File: config.mk
export PLATFORM = sky130hd
export DESIGN_NAME = row_token_arbiter
export DESIGN_NICKNAME = d
export VERILOG_FILES = /design/src/rtl/row_token_arbiter.sv
export SDC_FILE = /design/constraint.sdc
export NUM_CORES = 1
export LEC_CHECK = 0
export ABC_AREA = 1
export BUFFER_PORTS_ARGS = -buffer_cell sky130_fd_sc_hd__buf_2
export CAP_MARGIN = 20
export CORE_ASPECT_RATIO = 0.9
export CORE_MARGIN = 2
export CORE_UTILIZATION = 50
export CTS_BUF_LIST = sky130_fd_sc_hd__clkbuf_4
export CTS_CLUSTER_DIAMETER = 80
export DETAILED_ROUTE_END_ITERATION = 10
export PLACE_DENSITY = 0.77
export SLEW_MARGIN = 20
export SYNTH_ARGS = -nofsm -noshare
export SYNTH_HDL_FRONTEND = slang
export SYNTH_SLANG_ARGS = --single-unit
File: constraint.sdc
create_clock -name Clk -period 1.6 [get_ports Clk]
set_input_delay 0.24 -clock Clk [delete_from_list [all_inputs] [get_ports Clk]]
set_output_delay 0.24 -clock Clk [all_outputs]
set_load 0.1 [all_outputs]
File: src/rtl/row_token_arbiter.sv
// Row token arbiter: snapshots a row-hit vector on Start, then hands out one
// row index per accepted handshake (fixed or round-robin order) until empty.
module row_token_arbiter #(
  parameter int ROWS    = 16,
  parameter int RR_MODE = 0,
  localparam int ADDR_W = $clog2(ROWS),
  localparam int CNT_W  = $clog2(ROWS + 1)
) (
  input  logic              Clk,
  input  logic              Reset,
  input  logic [ROWS-1:0]   Token,
  input  logic              Start,
  input  logic              RowReady,
  output logic              RowValid,
  output logic [ADDR_W-1:0] RowAddr,
  output logic              Busy,
  output logic              Done,
  output logic [CNT_W-1:0]  HitCount
);

  typedef enum logic [1:0] {
    ST_IDLE = 2'd0,
    ST_SCAN = 2'd1,
    ST_DONE = 2'd2
  } state_e;

  state_e            state_q, state_d;
  logic [ROWS-1:0]   pending_q, pending_d;
  logic [ADDR_W-1:0] ptr_q, ptr_d;
  logic [CNT_W-1:0]  hit_cnt_q, hit_cnt_d;

  logic              first_any;
  logic [ADDR_W-1:0] first_idx;
  logic              upper_any;
  logic [ADDR_W-1:0] upper_idx;
  logic [ADDR_W-1:0] sel_idx;
  logic [ROWS-1:0]   sel_mask;
  logic              row_valid;
  logic              transfer;

  // Descending walk so the last hit written is the lowest index; the "upper"
  // search only admits rows at or beyond the round-robin pointer.
  always_comb begin
    first_any = 1'b0;
    first_idx = '0;
    upper_any = 1'b0;
    upper_idx = '0;
    for (int i = ROWS - 1; i >= 0; i--) begin
      if (pending_q[i]) begin
        first_any = 1'b1;
        first_idx = ADDR_W'(i);
        if ((RR_MODE == 0) || (ADDR_W'(i) >= ptr_q)) begin
          upper_any = 1'b1;
          upper_idx = ADDR_W'(i);
        end
      end
    end
  end

  always_comb begin
    sel_idx   = upper_any ? upper_idx : first_idx;
    sel_mask  = ROWS'(1) << sel_idx;
    row_valid = (state_q == ST_SCAN) && first_any;
    transfer  = row_valid && RowReady;
  end

  always_comb begin
    state_d   = state_q;
    pending_d = pending_q;
    ptr_d     = ptr_q;
    hit_cnt_d = hit_cnt_q;
    case (state_q)
      ST_IDLE: begin
        if (Start) begin
          pending_d = Token;
          hit_cnt_d = '0;
          state_d   = ST_SCAN;
        end
      end
      ST_SCAN: begin
        if (!first_any) begin
          state_d = ST_DONE;
        end else if (transfer) begin
          pending_d = pending_q & ~sel_mask;
          hit_cnt_d = hit_cnt_q + CNT_W'(1);
          if (RR_MODE != 0) begin
            ptr_d = (sel_idx == ADDR_W'(ROWS - 1)) ? '0 : sel_idx + ADDR_W'(1);
          end
        end
      end
      ST_DONE: begin
        state_d = ST_IDLE;
      end
      default: begin
        state_d = ST_IDLE;
      end
    endcase
  end

  always_ff @(posedge Clk or posedge Reset) begin
    if (Reset) begin
      state_q   <= ST_IDLE;
      pending_q <= '0;
      ptr_q     <= '0;
      hit_cnt_q <= '0;
    end else begin
      state_q   <= state_d;
      pending_q <= pending_d;
      ptr_q     <= ptr_d;
      hit_cnt_q <= hit_cnt_d;
    end
  end

  always_comb begin
    RowValid = row_valid;
    RowAddr  = row_valid ? sel_idx : '0;
    Busy     = (state_q == ST_SCAN) || (state_q == ST_DONE);
    Done     = (state_q == ST_DONE);
    HitCount = hit_cnt_q;
  end

endmodule
==> flow_metrics.py, run 1 <==
metrics = {
    "logic_synthesis": {
        "synth-seq-cells": 23,
        "yosys_warnings": 0,
        "synth_cells": 193,
        "ys_types": 28,
        "syn_area_um2": 1460,
        "synth_nets": 217,
        "syn_area_per_cell_um2": 7.58,
        "synth_seq_area_share": 0.393,
    },
    "clock_network": {
        "htreeDepth": 1,
        "clock-sinks": 23,
        "cts_buffers": 3,
        "clock_path_buffers": 2,
        "root_buffer": "clkbuf_4",
    },
    "placed_design": {
        "io_buffers": 31,
        "gp_congestion": 0.895,
        "dpl.hpwl_um": 2870,
    },
    "floorplanning": {
        "io_pins": 32,
        "die_w_um": 61.0,
        "dieHeight_um": 55.3,
        "start_util": 0.528,
        "rows": 18,
    },
    "outcome": {
        "toolErrorMsg": "[ERROR GRT-0232] Routing congestion too high. Check the congestion heatmap in the GUI.",
        "status": "stopped before the end",
        "lastStage": "global routing",
    },
    "grt": {
        "grt_overflow": 59,
        "grt_max_degree": 24,
        "track_usage": 0.767,
    },
    "sta": {
        "worst-ep-kind": "top-level output",
        "worst_endpoint": "RowAddr[0]",
    },
}
-- logic make-up after synthesis --
logic type	after synthesis	synth area share
AOI/OAI and AO/OA	27	0.107
xor gates and xnor gates	1	0.00599
adders and majority gates	4	0.0342
buffers and inverters	35	0.106
DFF	23	0.393
muxes	1	0.00684
and+or+nand+nor	102	0.346
-- layer usage --
metal,global-route usage,overflow
met2,0.923,35
met1,0.813,0
met5,0,0
met3,0.539,0
met4,0.792,24
-- Yosys cell counts, drive strengths merged --
library cell	count	share of area
inv	32	0.087
nand2	55	0.18
ha	4	0.034
nor2	19	0.056
dfrtp	23	0.39
a21oi	7	0.024
nand4	6	0.026
nand3	16	0.062
mux2i	1	0.0068
buf	3	0.019
and3	1	0.0043
nor3b	1	0.0051
xor2	1	0.0060
o21ai	16	0.062
o31ai	1	0.0051
a21boi	3	0.015
nor3	4	0.017
-- metrics by stage --
stage | cell area, um2 | setup WS (ns) | hold WS (ns) | cells
after floorplan | 1570 | -0.328 | 0.242 | 193
after global placement | 2130 | -0.222 | 0.290 | 299
after detailed placement | 2130 | -0.273 | 0.292 | 299
after CTS | 2510 | -0.517 | 0.121 | 323
-- repair_timing --
item,in CTS
hold endpoints to repair,23
endpoints found under the setup margin,27
gates cloned,2
gates resized for setup,51
buffers inserted,22
pin swaps,19
hold buffers,1
==> run 2, diff against run 1 <==
--- a/config.mk
+++ b/config.mk
@@ -8,13 +8,10 @@
 export ABC_AREA = 1
 export BUFFER_PORTS_ARGS = -buffer_cell sky130_fd_sc_hd__buf_2
 export CAP_MARGIN = 20
-export CORE_ASPECT_RATIO = 0.9
 export CORE_MARGIN = 2
-export CORE_UTILIZATION = 50
-export CTS_BUF_LIST = sky130_fd_sc_hd__clkbuf_4
-export CTS_CLUSTER_DIAMETER = 80
+export CORE_UTILIZATION = 40
 export DETAILED_ROUTE_END_ITERATION = 10
-export PLACE_DENSITY = 0.77
+export PLACE_DENSITY_LB_ADDON = 0.15
 export SLEW_MARGIN = 20
 export SYNTH_ARGS = -nofsm -noshare
 export SYNTH_HDL_FRONTEND = slang
==> constraint.sdc (replaced) <==
create_clock -name Clk -period 2.08 [get_ports Clk]
set_input_delay 0.312 -clock Clk [delete_from_list [all_inputs] [get_ports Clk]]
set_output_delay 0.312 -clock Clk [all_outputs]
set_load 0.1 [all_outputs]
==> run 2 against run 1 <==
  * The flow now finishes, with violations (negative setup slack)
  * Synthesized cell count stayed put
  * Synthesized area did not move
==> flow_metrics.py, run 2 <==
metrics = {
    "outcome": {
        "status": "finished with violations",
        "violations": "negative setup slack",
    },
    "layout": {
        "synthToLayoutAreaGrowth_pct": 34.5,
        "drive_gt1_frac": 0.383,
        "num-fill-cells": 343,
        "largest_reg_flops": 16,
        "largest_register": "pending_q",
        "layout.cells.most_common": "nand2_1",
        "antenna_cells": 0,
        "utilization": 0.576,
        "layout_common_cells": "nand2_1, buf_2, dfrtp_1",
        "num-nets-final": 268,
    },
    "logic_synthesis": {
        "ys.flop_type": "dfrtp_1",
        "synth_seq_area_share": 0.393,
        "synthArstFlopShare": 1.00,
        "syn_area_um2": 1460,
        "yosysMostFrequentCell": "nand2_1",
        "synth_edf_count": 0,
        "netlist_top_cells_count": "nand2_1, dfrtp_1, inv_1, nor2_1, nand3_1",
        "synth_nets": 217,
        "ys_top_cells_by_area": "dfrtp_1, nand2_1, inv_1, nand3_1, nor2_1",
        "netlist.top_cell.by_area": "dfrtp_1",
        "synth-seq-cells": 23,
        "yosys_warnings": 0,
        "syn_area_per_cell_um2": 7.58,
        "synth_cells": 193,
        "ys_types": 28,
        "synth_top_area_frac": 0.393,
    },
    "grt": {
        "track_usage": 0.186,
        "grt_pass1_wl_um": 6000,
        "grt_pass1_vias": 1309,
        "grt_max_degree": 24,
        "antenna_found_initial": 0,
        "grt_overflow": 0,
    },
    "sta": {
        "fin_ws_ns": -0.136,
        "rsz0062_at_grt": "true",
        "hold_ws_ns": 0.00759,
        "fmax_mhz": 451,
        "setup_violations": 2,
        "fin_crit_sh": 1.07,
        "fin_worst_skew_ns": 0.00334,
        "slew_violations": 0,
        "tightest_slew_ns": 0.484,
        "min_period_ns": 2.22,
        "maxSlewHeadroom": 0.680,
        "hold_viol": 0,
    },
    "clock_network": {
        "clock_path_buffers": 2,
        "clk_latency_ns": 0.32,
        "clock-sinks": 23,
        "cts_buffers": 3,
        "ctsHoldBuffers": 0,
        "root_buffer": "clkbuf_4",
        "cts.clk_slew.worst_paths_ns": 0.13,
        "htreeDepth": 1,
        "cts_tree": "yes",
    },
    "setup_path": {
        "reg2reg_slack_ns": 0.14,
        "cp-end-kind": "output pin",
        "critPathSlowestCell": "dfrtp_1",
        "cp_common_cell": "nand3_1",
        "path_max_fanout": 4,
        "rr_worst_depth": 14,
        "path_class": "flip-flop to output pin",
        "cp_data_required_time_ns": 1.77,
        "arrival_ns": 1.90,
        "r2r-end": "pending_q[5]$_DFFE_PP0P_",
        "r2r-start": "pending_q[14]$_DFFE_PP0P_",
        "crit_path_cell_trace": "nor2_2 -> o21ai_0 -> nand3_1 -> nand3_1 -> nand3_1 -> nand2_1 -> nand3_1 -> nand3_1 -> nor2_4 -> buf_12",
        "slowest_delay_ns": 0.42,
        "start_kind": "flip-flop",
    },
    "detailed_routing": {
        "viasPerCell": 4.84,
        "first_iter_violations": 63,
        "drc": 0,
        "vias": 1399,
        "ant_nets": 0,
        "wl_per_cell_um": 12.2,
        "wirelength_um": 3540,
        "dr.pass1.iters": 4,
    },
    "floorplanning": {
        "dieHeight_um": 64.5,
        "io_pins": 32,
        "dieArea_um2": 4160,
        "die_w_um": 64.5,
        "start_util": 0.428,
        "core_um2": 3420,
        "rows": 21,
    },
    "placed_design": {
        "gp_congestion": 0.866,
        "io_buffers": 31,
        "dpl.hpwl_um": 2580,
    },
    "power_and_ir_drop": {
        "vdd_drop_max_v": 0.00102,
        "p_seq_frac": 0.224,
        "swShare": 0.558,
        "cellLeakagePower_nw": 0.964,
        "finalPower_w": 0.00352,
        "p_int_w": 0.00155,
        "power.share.clock": 0.061,
        "power_frac_comb": 0.714,
        "p_per_area_nw_per_um2": 1790,
        "p_switching_w": 0.00196,
    },
    "min_path": {
        "hold_class": "primary input to asynchronous set/reset pin",
    },
    "flow_run": {
        "maxCapViolCount": 0,
    },
}
==> run 2: cell counts after synthesis <==
No cell type changed its count.
==> run 2: power by group through the flow <==
stage          Clock, W  Combinational [W]  Sequential [W]
3_5_place_dp          0            0.00225        0.000794
3_3_place_gp          0            0.00223        0.000792
6_report       0.000216            0.00251        0.000789
4_1_cts        0.000216            0.00240        0.000783
5_1_grt        0.000236            0.00275        0.000817
2_1_floorplan         0            0.00165        0.000904
==> run 2: area by class of cell <==
class,instances,area (um2),share of cell area
multi-input cells,135,811,0.412
flip-flops and latches,23,576,0.293
repair buffers,49,369,0.188
inverters,32,128,0.0649
well taps,46,57.6,0.0293
clock buffers,4,26.3,0.0134
==> run 2: worst max path at each step <==
stage	to	depth (start not counted)	slack [ns]	startpoint
after global placement	pending_q[6]$_DFFE_PP0P_	10	0.15	state_q[1]$_DFFE_PP0P_
after CTS	RowAddr[0]	18	-0.13	pending_q[14]$_DFFE_PP0P_
after detailed placement	pending_q[6]$_DFFE_PP0P_	10	0.12	state_q[1]$_DFFE_PP0P_
after floorplan	RowAddr[2]	7	0.002	pending_q[9]$_DFFE_PP0P_
after global routing	RowAddr[0]	18	-0.27	pending_q[14]$_DFFE_PP0P_
final	RowAddr[1]	10	-0.14	pending_q[12]$_DFFE_PP0P_
==> run 2: logic make-up (layout without fill, tap and decap cells) <==
group           Yosys count  in the layout  share of synthesized area
xor+xnor                  1              1                    0.00599
simple gates            102            102                      0.346
mux                       1              1                    0.00684
fa+ha+maj                 4              4                     0.0342
flops                    23             23                      0.393
compound gates           27             27                      0.107
buf+inv                  35             85                      0.106
==> run 2: critical path, delay by kind of cell (launching register included) <==
kind	cells	cell delay [ns]
AND/OR/NAND/NOR	8	0.85
buffers and inverters	1	0.18
flip-flops	1	0.42
AO/OA/AOI/OAI	1	0.12
==> run 2: repair_timing <==
item,in CTS,in global routing
resized for setup,4,14
setup endpoints to repair,3,9
pin swaps,2,9
buffers inserted,7,4
endpoints found under the hold margin,0,0
==> run 2: per-stage QoR <==
step                cell area [um2]  setup WS, ns  cells  setup TNS (ns)
floorplan                      1490       0.00232    193               0
global placement               1810         0.150    275               0
finish                         1970        -0.136    289          -0.265
detailed placement             1810         0.122    275               0
global route                   1970        -0.268    289          -0.544
CTS                            1900        -0.129    286          -0.176
==> run 2: per-layer routing <==
layer,GRT usage,part of all wire,up-vias
li1,-,-,719
met4,0.0452,0.013,0
met5,0,0,-
met1,0.254,0.48,653
met2,0.299,0.47,23
met3,0.0417,0.036,4
(Power assumes the default switching activity.)
==> run 3, diff against run 2 <==
--- a/config.mk
+++ b/config.mk
@@ -12,6 +12,7 @@
 export CORE_UTILIZATION = 40
 export DETAILED_ROUTE_END_ITERATION = 10
 export PLACE_DENSITY_LB_ADDON = 0.15
+export SKIP_CTS_REPAIR_TIMING = 1
 export SLEW_MARGIN = 20
 export SYNTH_ARGS = -nofsm -noshare
 export SYNTH_HDL_FRONTEND = slang
==> run 3 against run 2 <==
  * The run still ends with negative setup slack left
  * Critical path type unchanged
  * Maximum frequency down 1.9%
  * Clock power fell by 3%
  * Wire length fell by 1.2%
  * Non-clock buffer count shrank 1
  * Highest routed layer unchanged
  * Setup slack got worse by 0.042 ns
  * Via count decreased by 0.21%
  * Clock skew down 0.0014 ns
==> flow_metrics.py, run 3 (synthesis results as in run 2) <==
metrics = {
    "outcome": {
        "status": "finished with violations",
        "violations": "negative setup slack",
    },
    "floorplanning": {
        "rows": 21,
        "start_util": 0.428,
        "core_um2": 3420,
        "dieArea_um2": 4160,
        "die_w_um": 64.5,
        "dieHeight_um": 64.5,
        "io_pins": 32,
    },
    "setup_path": {
        "startpoint": "pending_q[14]$_DFFE_PP0P_",
        "reg2reg_slack_ns": 0.18,
        "cp-end-kind": "output pin",
        "arrival_ns": 1.95,
        "path_class": "flip-flop to output pin",
        "path_max_fanout": 3,
        "cp_data_required_time_ns": 1.77,
        "start_kind": "flip-flop",
        "r2r-end": "pending_q[7]$_DFFE_PP0P_",
        "rr_worst_depth": 19,
        "r2r-start": "pending_q[14]$_DFFE_PP0P_",
    },
    "sta": {
        "fin_ws_ns": -0.178,
        "setup_violations": 1,
        "tightest_slew_ns": 0.484,
        "fin_worst_skew_ns": 0.00194,
        "hold_viol": 0,
        "min_period_ns": 2.26,
        "fin_crit_sh": 1.09,
        "hold_ws_ns": 0.0113,
        "slew_violations": 0,
        "rsz0062_at_grt": "true",
        "maxSlewHeadroom": 0.680,
        "fmax_mhz": 443,
    },
    "layout": {
        "instances_no_fill": 288,
        "largest_register": "pending_q",
        "num-nets-final": 267,
        "synthToLayoutAreaGrowth_pct": 33.6,
        "seqCellArea_um2": 576,
        "multi_input_area_um2": 806,
        "design_area_um2": 1950,
        "layout_common_cells": "nand2_1, buf_2, dfrtp_1",
        "largest_reg_flops": 16,
        "num-fill-cells": 350,
        "antenna_cells": 0,
        "layout.cells.most_common": "nand2_1",
        "drive_gt1_frac": 0.380,
    },
    "power_and_ir_drop": {
        "vdd_drop_max_v": 0.000971,
        "p_per_area_nw_per_um2": 1780,
        "cellLeakagePower_nw": 0.970,
    },
    "flow_run": {
        "maxCapViolCount": 0,
    },
    "detailed_routing": {
        "drc": 0,
        "vias": 1396,
        "first_iter_violations": 52,
        "ant_nets": 0,
        "wirelength_um": 3500,
        "wl_per_cell_um": 12.1,
        "viasPerCell": 4.85,
        "dr.pass1.iters": 4,
    },
    "clock_network": {
        "cts_buffers": 3,
        "clock-sinks": 23,
        "htreeDepth": 1,
        "cts_tree": "yes",
        "root_buffer": "clkbuf_4",
        "clock_path_buffers": 2,
        "cts.clk_slew.worst_paths_ns": 0.12,
        "clk_latency_ns": 0.31,
    },
    "placed_design": {
        "placedInstanceArea_um2": 1810,
        "dpl.hpwl_um": 2580,
        "gp_congestion": 0.866,
        "dp.cells": 275,
        "io_buffers": 31,
    },
    "min_path": {
        "hold_class": "primary input to asynchronous set/reset pin",
    },
    "grt": {
        "grt_pass1_wl_um": 5840,
        "grt_pass1_vias": 1269,
        "grt_max_degree": 24,
        "track_usage": 0.181,
        "grt_overflow": 0,
        "antenna_found_initial": 0,
    },
}
-- run 3: worst max-delay path, stage by stage (launching register included) --
cell and delay (ns):
dfrtp_1 0.42, inv_2 0.08, nand2_2 0.04, nand2_1 0.05
nand2_1 0.05, nand2_1 0.05, nand2_1 0.04, nand2_1 0.05
nand2_1 0.05, nand2_1 0.05, nand2_1 0.05, nand2_1 0.05
nand2_1 0.06, nand2_2 0.10, nand2_4 0.07, nand2_4 0.08
nand2_4 0.06, nor2_4 0.12, buf_12 0.18
-- run 3: worst max-delay path by stage --
stage          depth (start not counted)  slack [ns]                        to
2_1_floorplan                          7       0.002                RowAddr[2]
3_3_place_gp                          10        0.15  pending_q[6]$_DFFE_PP0P_
3_5_place_dp                          10        0.12  pending_q[6]$_DFFE_PP0P_
4_1_cts                               18       -0.25                RowAddr[0]
5_1_grt                               18       -0.32                RowAddr[0]
6_report                              18       -0.18                RowAddr[0]
-- run 3: through the flow --
stage	total power (W)	setup slack [ns]	utilization	setup TNS, ns
floorplan	0.00255	0.00232	-	0
global placement	0.00302	0.150	0.529	0
detailed placement	0.00304	0.122	0.529	0
CTS	0.00326	-0.246	0.537	-0.304
global route	0.00377	-0.318	0.572	-0.455
finish	0.00349	-0.178	0.572	-0.178
-- run 3: final cells by class --
class | instances | share of cell area
clock buffers | 4 | 0.0134
flip-flops and latches | 23 | 0.294
inverters | 32 | 0.0653
multi-input cells | 135 | 0.412
well taps | 46 | 0.0294
repair buffers | 48 | 0.185
-- run 3: power breakdown --
part           switching [W]  leakage (nW)  internal (W)
sequential          0.000144         0.287      0.000643
clock               0.000135        0.0150     0.0000750
combinational        0.00167         0.668      0.000820
-- run 3: metal layers --
layer / global-route usage / vias to the layer above / routed length [um]
met1: 0.254 / 647 / 1680
li1: - / 717 / -
met3: 0.0417 / 6 / 126
met4: 0.0452 / 0 / 48
met2: 0.284 / 26 / 1640
met5: 0 / - / 0
==> run 4, diff against run 3 <==
--- a/config.mk
+++ b/config.mk
@@ -8,7 +8,7 @@
 export ABC_AREA = 1
 export BUFFER_PORTS_ARGS = -buffer_cell sky130_fd_sc_hd__buf_2
 export CAP_MARGIN = 20
-export CORE_MARGIN = 2
+export CORE_MARGIN = 1
 export CORE_UTILIZATION = 40
 export DETAILED_ROUTE_END_ITERATION = 10
 export PLACE_DENSITY_LB_ADDON = 0.15
==> run 4 against run 3 <==
  * The flow finishes with violations (negative hold slack, negative setup slack)
  * Maximum frequency is 1.1% higher
  * Count of clock-buffer cells in the layout is 1 lower
  * Power is 2.5% lower
  * Sequential cell count stayed put
  * Worst hold slack worse by 0.018 ns
  * Critical path type unchanged
==> flow_metrics.py, run 4 (synthesis results as in run 2) <==
metrics = {
    "sta": {
        "slew_violations": 0,
        "tightest_slew_ns": 0.485,
        "maxSlewHeadroom": 0.679,
        "hold_viol": 13,
        "rsz0062_at_grt": "true",
        "min_period_ns": 2.23,
        "fin_crit_sh": 1.07,
        "fmax_mhz": 448,
        "hold_ws_ns": -0.00721,
        "fin_worst_skew_ns": 0.0142,
        "fin_ws_ns": -0.153,
        "setup_violations": 2,
    },
    "floorplanning": {
        "die_w_um": 62.5,
        "rows": 21,
        "dieArea_um2": 3900,
        "core_um2": 3420,
        "io_pins": 32,
        "start_util": 0.428,
        "dieHeight_um": 62.5,
    },
    "layout": {
        "largest_register": "pending_q",
        "antenna_cells": 0,
        "largest_reg_flops": 16,
        "drive_gt1_frac": 0.349,
        "num-nets-final": 263,
        "utilization": 0.558,
        "layout_common_cells": "nand2_1, buf_2, dfrtp_1",
        "synthToLayoutAreaGrowth_pct": 30.3,
        "layout.cells.most_common": "nand2_1",
    },
    "grt": {
        "grt_pass1_wl_um": 5650,
        "antenna_found_initial": 0,
        "grt_overflow": 0,
        "grt_pass1_vias": 1270,
        "grt_max_degree": 24,
        "track_usage": 0.188,
    },
    "detailed_routing": {
        "dr.pass1.iters": 4,
        "vias": 1370,
        "ant_nets": 0,
        "wl_per_cell_um": 12.1,
        "viasPerCell": 4.82,
        "first_iter_violations": 42,
        "wirelength_um": 3440,
        "drc": 0,
    },
    "setup_path": {
        "cp_common_cell": "nand2_1",
        "rr_worst_depth": 14,
        "critPathTopFamily": "simple AND/OR/NAND/NOR gates",
        "cp-end-kind": "output pin",
        "critPathSlowestCell": "dfrtp_1",
        "path_class": "flip-flop to output pin",
        "critPathBufInv": 2,
        "crit_path_cell_trace": "inv_2 -> nand2_2 -> nand2_1 -> nand2_1 -> nand2_1 -> nand2_1 -> nand2_1 -> nand2_1 -> nand2_1 -> nand2_1 -> nand2_1 -> nand2_1 -> nand2_2 -> nand2_4 -> nand2_4 -> nand2_4 -> nor2_4 -> buf_12",
        "cp_data_required_time_ns": 1.77,
        "cp.depth": 18,
        "start_kind": "flip-flop",
        "slowest_delay_ns": 0.42,
        "path_max_fanout": 4,
        "arrival_ns": 1.92,
    },
    "clock_network": {
        "clock_path_buffers": 2,
        "cts_buffers": 3,
        "clk_latency_ns": 0.33,
        "cts_tree": "yes",
        "clock-sinks": 23,
        "htreeDepth": 1,
        "root_buffer": "clkbuf_4",
        "cts.clk_slew.worst_paths_ns": 0.14,
    },
    "flow_run": {
        "maxCapViolCount": 0,
    },
    "power_and_ir_drop": {
        "power_frac_comb": 0.705,
        "p_switching_w": 0.00192,
        "p_int_w": 0.00147,
        "p_seq_frac": 0.231,
        "finalPower_w": 0.00340,
        "power.share.clock": 0.063,
        "cellLeakagePower_nw": 0.951,
        "vdd_drop_max_v": 0.000929,
        "swShare": 0.566,
        "p_per_area_nw_per_um2": 1780,
    },
    "min_path": {
        "hold_class": "primary input to asynchronous set/reset pin",
    },
    "outcome": {
        "violations": "negative hold slack, negative setup slack",
        "status": "finished with violations",
    },
    "placed_design": {
        "dpl.hpwl_um": 2590,
        "io_buffers": 31,
        "gp_congestion": 0.835,
    },
}
run 4: layer usage:
layer,track usage,vias up,wire length [um]
met5,0,-,0
met4,0.102,0,63
met3,0.0310,5,119
met2,0.299,28,1660
met1,0.242,630,1600
li1,-,707,-
run 4: cell type report:
type                    count  area [um2]
multi-input cells         135         790
well taps                  46        57.6
flip-flops and latches     23         576
clock buffers               3        22.5
repair buffers             44         328
fillers                   342        1510
inverters                  32         128
clock inverters             1        5.00
run 4: per-stage QoR:
stage | cell area (um2) | worst slack [ns] | setup TNS [ns] | instances
after detailed placement | 1810 | 0.133 | 0 | 275
after floorplan | 1490 | 0.00232 | 0 | 193
after global placement | 1810 | 0.161 | 0 | 275
after CTS | 1840 | -0.254 | -0.378 | 279
after global routing | 1910 | -0.325 | -0.809 | 284
final | 1910 | -0.153 | -0.295 | 284
run 4: final timing paths:
check	startpoint	endpoint	slack, ns
max	pending_q[14]$_DFFE_PP0P_	RowAddr[0]	-0.15
min	Reset	HitCount[4]$_DFFE_PP0P_	-0.007
max reg2reg	pending_q[14]$_DFFE_PP0P_	pending_q[5]$_DFFE_PP0P_	0.12
min reg2reg	state_q[0]$_DFFE_PP0P_	state_q[0]$_DFFE_PP0P_	0.54
max in group asynchronous	Reset	pending_q[4]$_DFFE_PP0P_	1.84
min in group Clk	Token[7]	pending_q[7]$_DFFE_PP0P_	0.18
run 4: tightest hold or removal path, stage by stage:
cell and delay, ns:
buf_2 0.09, inv_1 0.04, buf_4 0.29
run 4: power groups by stage:
stage	combinational (W)	clock (W)	sequential (W)
after global routing	0.00261	0.000240	0.000811
after global placement	0.00224	0	0.000790
after floorplan	0.00165	0	0.000904
final	0.00240	0.000215	0.000786
after detailed placement	0.00225	0	0.000792
after CTS	0.00226	0.000221	0.000782
